## src/rtl/touch_gesture_decoder.sv

```systemverilog
// Touch gesture decoder: classifies debounced touch presses into
// single tap, double tap or long press events with a valid/ack handshake.
module touch_gesture_decoder #(
    parameter int CNT_W             = 16,
    parameter int MIN_PRESS_CYCLES  = 4,
    parameter int LONG_PRESS_CYCLES = 64,
    parameter int DOUBLE_GAP_CYCLES = 32
) (
    input  logic       clk,
    input  logic       reset,
    input  logic       btn,
    input  logic       event_ack,
    output logic       event_valid,
    output logic [1:0] event_code,
    output logic       overrun,
    output logic       hold
);

    typedef enum logic [2:0] {
        S_IDLE,
        S_PRESS1,
        S_GAP,
        S_PRESS2,
        S_LONG
    } state_t;

    localparam logic [1:0] EV_NONE   = 2'b00;
    localparam logic [1:0] EV_SINGLE = 2'b01;
    localparam logic [1:0] EV_DOUBLE = 2'b10;
    localparam logic [1:0] EV_LONG   = 2'b11;

    localparam logic [CNT_W:0] MIN_T  = MIN_PRESS_CYCLES[CNT_W:0];
    localparam logic [CNT_W:0] LONG_T = LONG_PRESS_CYCLES[CNT_W:0];
    localparam logic [CNT_W:0] GAP_T  = DOUBLE_GAP_CYCLES[CNT_W:0];

    state_t             state_q, state_d;
    logic [CNT_W-1:0]   cnt_q, cnt_d;
    logic               btn_q;
    logic               ev_valid_q, ev_valid_d;
    logic [1:0]         ev_code_q, ev_code_d;
    logic               overrun_q, overrun_d;
    logic               hold_q, hold_d;

    logic               rise;
    logic               fall;
    logic               emit;
    logic [1:0]         emit_code;
    logic [CNT_W:0]     cnt_p1;
    logic [CNT_W:0]     cnt_p2;

    assign rise = btn & ~btn_q;
    assign fall = ~btn & btn_q;

    // cnt_q counts edges since state entry; the entry edge itself was
    // already one sample of the current level, so the sample taken now
    // is number cnt_q+2 and the samples before it number cnt_q+1.
    assign cnt_p1 = {1'b0, cnt_q} + {{CNT_W{1'b0}}, 1'b1};
    assign cnt_p2 = {1'b0, cnt_q} + {{(CNT_W-1){1'b0}}, 2'b10};

    always_comb begin
        state_d   = state_q;
        emit      = 1'b0;
        emit_code = EV_NONE;
        cnt_d     = (&cnt_q) ? cnt_q : cnt_q + 1'b1;

        unique case (state_q)
            S_IDLE: begin
                if (rise) begin
                    state_d = S_PRESS1;
                end
            end
            S_PRESS1: begin
                if (fall) begin
                    state_d = (cnt_p1 < MIN_T) ? S_IDLE : S_GAP;
                end else if (cnt_p2 >= LONG_T) begin
                    state_d   = S_LONG;
                    emit      = 1'b1;
                    emit_code = EV_LONG;
                end
            end
            S_GAP: begin
                if (rise) begin
                    state_d = S_PRESS2;
                end else if (cnt_p2 >= GAP_T) begin
                    state_d   = S_IDLE;
                    emit      = 1'b1;
                    emit_code = EV_SINGLE;
                end
            end
            S_PRESS2: begin
                if (fall) begin
                    state_d   = S_IDLE;
                    emit      = 1'b1;
                    emit_code = (cnt_p1 >= MIN_T) ? EV_DOUBLE : EV_SINGLE;
                end else if (cnt_p2 >= LONG_T) begin
                    // the pending first tap is dropped in favour of the long press
                    state_d   = S_LONG;
                    emit      = 1'b1;
                    emit_code = EV_LONG;
                end
            end
            S_LONG: begin
                if (fall) begin
                    state_d = S_IDLE;
                end
            end
            default: begin
                state_d = S_IDLE;
            end
        endcase

        if (state_d != state_q) begin
            cnt_d = '0;
        end
    end

    always_comb begin
        ev_valid_d = ev_valid_q;
        ev_code_d  = ev_code_q;
        overrun_d  = overrun_q;
        hold_d     = (state_d == S_LONG);

        if (emit) begin
            if (!ev_valid_q || event_ack) begin
                ev_valid_d = 1'b1;
                ev_code_d  = emit_code;
            end else begin
                overrun_d = 1'b1;
            end
        end else if (ev_valid_q && event_ack) begin
            ev_valid_d = 1'b0;
            ev_code_d  = EV_NONE;
        end
    end

    always_ff @(posedge clk or negedge reset) begin
        if (!reset) begin
            state_q    <= S_IDLE;
            cnt_q      <= '0;
            btn_q      <= 1'b0;
            ev_valid_q <= 1'b0;
            ev_code_q  <= EV_NONE;
            overrun_q  <= 1'b0;
            hold_q     <= 1'b0;
        end else begin
            state_q    <= state_d;
            cnt_q      <= cnt_d;
            btn_q      <= btn;
            ev_valid_q <= ev_valid_d;
            ev_code_q  <= ev_code_d;
            overrun_q  <= overrun_d;
            hold_q     <= hold_d;
        end
    end

    assign event_valid = ev_valid_q;
    assign event_code  = ev_code_q;
    assign overrun     = overrun_q;
    assign hold        = hold_q;

endmodule

```

## config.mk

```make
export PLATFORM = sky130hd
export DESIGN_NAME = touch_gesture_decoder
export DESIGN_NICKNAME = d
export VERILOG_FILES = /design/src/rtl/touch_gesture_decoder.sv
export SDC_FILE = /design/constraint.sdc
export NUM_CORES = 1
export LEC_CHECK = 0
export CORE_AREA = 3 3 60 76
export CTS_BUF_LIST = sky130_fd_sc_hd__clkbuf_2
export CTS_CLUSTER_SIZE = 28
export DETAILED_ROUTE_END_ITERATION = 6
export DIE_AREA = 0 0 63 79
export PLACE_DENSITY = 0.67
export SLEW_MARGIN = 40
export SYNTH_ARGS = -nofsm -noshare
export SYNTH_HDL_FRONTEND = slang
export SYNTH_SLANG_ARGS = --single-unit
```

## constraint.sdc

```tcl
create_clock -name clk -period 6.6 [get_ports clk]
set_clock_uncertainty 0.1 [all_clocks]
set_input_delay 1.98 -clock clk [delete_from_list [all_inputs] [get_ports clk]]
set_output_delay 1.98 -clock clk [all_outputs]
set_load 0.01 [all_outputs]
```

==> results.sh <==
export IMPL_hold_buffers=0
export IMPL_drcViolationCount=0
export IMPL_cts_resized=0
export IMPL_slew_violations=0
export IMPL_syn_inst=218
export IMPL_fp_dieW_um=63
export IMPL_synthSimpleGateAreaFrac_pct=26.7
export IMPL_cts_tree="done"
export IMPL_rsz0062_at_grt="no"
export IMPL_cpMaxStageDelayCell="a22oi_4"
export IMPL_wirelength_mm=4.32
export IMPL_avgSynthCellArea_um2=8.95
export IMPL_grt_pass1_vias=1608
export IMPL_cts_max_path_buffers=2
export IMPL_startpoint_type="input pin"
export IMPL_synth_ff_type="dfrtp_1"
export IMPL_cp_max_fo=16
export IMPL_clock_latency_ns=0.36
export IMPL_fin_tns_setup_ns=0
export IMPL_viasPerCell=6.36
export IMPL_io_buffers=8
export IMPL_worst_r2r_endpoint="cnt_q[12]"
export IMPL_cts_setup_buffers=0
export IMPL_period_minus_slack_ns=3.84
export IMPL_holdPathStages=1
export IMPL_dp_hpwl_mm=3.19
export IMPL_cellLeakagePower_nw=0.738
export IMPL_crit_arrival_ns=3.99
export IMPL_dieArea_um2=4980
export IMPL_place_ws_ns=2.35
export IMPL_synthXorXnorAreaFrac_pct=4.49
export IMPL_ios=9
export IMPL_p_total_mw=0.419
export IMPL_ys_seq_area_share_pct=32.1
export IMPL_routedWlPerCell_um=16.1
export IMPL_drt_initial_drc_count=133
export IMPL_vias=1710
export IMPL_antenna_found_initial=0
export IMPL_reg2reg_from="cnt_q[6]"
export IMPL_crit_chain="clkdlybuf4s50_1 -> nor2b_1 -> o21ai_0 -> o21ai_0 -> nor2_1 -> a22oi_4 -> a31oi_1"
export IMPL_yosys_area_top_type="dfrtp_1"
export IMPL_die_y_um=79
export IMPL_syn_nets=225
export IMPL_synth_warnings=0
export IMPL_cts_htree_levels=1
export IMPL_clock_sinks=25
export IMPL_synth_compound_area_share_pct=26.2
export IMPL_cts_made_buffers=3
export IMPL_cts_root_buf="clkbuf_2"
export IMPL_critPathBufInv=1
export IMPL_finalSetupViolations=0
export IMPL_synth_top_area_share_pct=32.1
export IMPL_hold_violations=0
export IMPL_p_per_area_nw_per_um2=205
export IMPL_path_delay_family="compound AO/OA/AOI/OAI gates"
export IMPL_synth_fa_ha_area_share_pct=1.92
export IMPL_worstPathRequired_ns=6.75
export IMPL_cap_violations=0
export IMPL_end_kind="flop"
export IMPL_layout_commonest_cell="dfrtp_1"
export IMPL_hold_class="reg -> reg"
export IMPL_ys_ff_latch=25
export IMPL_synth_edf_count=0
export IMPL_synth_top_family_by_area="simple AND/OR/NAND/NOR gates"
export IMPL_fin_area_um2=2040
export IMPL_postLayoutSetupSlackWorst_ns=2.76
export IMPL_min_from="overrun"
export IMPL_syn_area_um2=1950
export IMPL_hold_path_endpoint="overrun"
export IMPL_grt_max_degree=26
export IMPL_place_area_um2=2020
export IMPL_slew_headroom_pct=50.1
export IMPL_status="completed"
export IMPL_grt_pass1_wl_mm=7.56
export IMPL_grt_use_total_pct=18.8
export IMPL_coreArea_um2=3850
export IMPL_nFillCells=372
export IMPL_irDropWorstVdd_mv=0.123
export IMPL_crit_start="btn"
export IMPL_clk_pin_slew_worst_paths_ns=0.25
export IMPL_drive_above_1_share_pct=15.3
export IMPL_tightest_slew_ns=0.747
export IMPL_utilization_pct=53.1
export IMPL_synth_area_mux_share_pct=2.18
export IMPL_drtPass1Iterations=4
export IMPL_post_route_period_util_pct=58.2
export IMPL_grt_ovfl_total=0
export IMPL_ant_nets=0
export IMPL_gp_routability_congestion=0.916
export IMPL_fmax_mhz=261
export IMPL_crit_top_cell="o21ai_0"
export IMPL_synthArstFlopShare_pct=100
export IMPL_rows=25
export IMPL_crit_type="in -> reg"
export IMPL_ff2ff_path_depth=7
export IMPL_layout_nets=223
export IMPL_synth_area_leaders="dfrtp_1 (32%), a21oi_2 (3.6%), xnor2_1 (3.6%), nor2_1 (3.3%), nand2_1 (2.9%)"
export IMPL_diodes=0
export IMPL_cpPeakStageDelay_ns=0.57
export IMPL_syn2layout_area_growth_pct=4.75
export IMPL_synth_cell_types=60
export IMPL_most_common_layout_cells="dfrtp_1 (25), nor2_1 (17), nand2_1 (15), inv_1 (11), nand3_1 (9)"
export IMPL_start_util_pct=50.7
export IMPL_rrSetupSlack_ns=3.52
final cells by class:
type | count | area (um2) | share of cell area, %
Clock buffer | 3 | 15.0 | 0.735
Clock inverter | 1 | 7.51 | 0.367
Inverter | 11 | 41.3 | 2.02
Multi-Input combinational cell | 166 | 1200 | 58.7
Sequential cell | 25 | 626 | 30.6
Tap cell | 54 | 67.6 | 3.31
Timing Repair Buffer | 9 | 87.6 | 4.29
cell usage after synthesis, types with 2 or more instances:
| cell | n |
|---|---|
| dfrtp_1 | 25 |
| nor2_1 | 17 |
| nand2_1 | 15 |
| inv_1 | 11 |
| nand3_1 | 9 |
| a21oi_2 | 8 |
| buf_2 | 8 |
| nand4_1 | 8 |
| nor3_1 | 8 |
| o21ai_0 | 8 |
| xnor2_1 | 8 |
| a211oi_1 | 6 |
| a31oi_1 | 6 |
| clkbuf_1 | 6 |
| and3_1 | 5 |
| nand2b_1 | 4 |
| and2_1 | 3 |
| ha_1 | 3 |
| nor4_1 | 3 |
| o31ai_1 | 3 |
| a2111oi_2 | 2 |
| a21oi_1 | 2 |
| a31o_2 | 2 |
| a41oi_1 | 2 |
| buf_6 | 2 |
| mux2_2 | 2 |
| mux2i_1 | 2 |
| nor2_2 | 2 |
| nor2b_1 | 2 |
| o21bai_1 | 2 |
| o311a_1 | 2 |
| or3_1 | 2 |
| or4_1 | 2 |
| xor2_1 | 2 |
metrics by stage:
| step | cells | hold WS (ns) |
|---|---|---|
| floorplan | 218 | 0.402 |
| global placement | 265 | 0.367 |
| detailed placement | 265 | 0.367 |
| CTS | 269 | 0.420 |
| global route | 269 | 0.471 |
| finish | 269 | 0.416 |
cell families after synthesis:
logic type | Yosys count
mux | 4
simple gates | 90
buf+inv | 27
xor+xnor | 10
fa+ha+maj | 3
compound gates | 59
flops | 25
sequential cells by signal, summed over array words and instances (netlist names):
| name | count |
|---|---|
| cnt_q | 16 |
| btn_q | 1 |
| overrun | 1 |
| event_code | 2 |
| event_valid | 1 |
| hold | 1 |
| state_q | 3 |
worst max path at each step:
stage | endpoint | slack [ns] | depth (start not counted)
floorplan | event_code[0] | 3.26 | 5
global placement | cnt_q[1] | 2.49 | 7
detailed placement | cnt_q[9] | 2.35 | 7
CTS | event_code[1] | 2.78 | 6
global route | cnt_q[14] | 2.63 | 7
finish | cnt_q[15] | 2.76 | 7
where the power goes:
group          internal [mW]  switching, mW
sequential             0.175         0.0337
clock                 0.0140         0.0504
combinational         0.0655         0.0804
total                  0.254          0.164
routing by layer:
metal	global-route usage [%]	vias up	wire length, um
met1	24.4	829	1840
met4	9.27	0	153
li1	-	813	-
met2	30.3	51	2170
met5	0	-	0
met3	2.83	17	154
(Power assumes the default switching activity.)
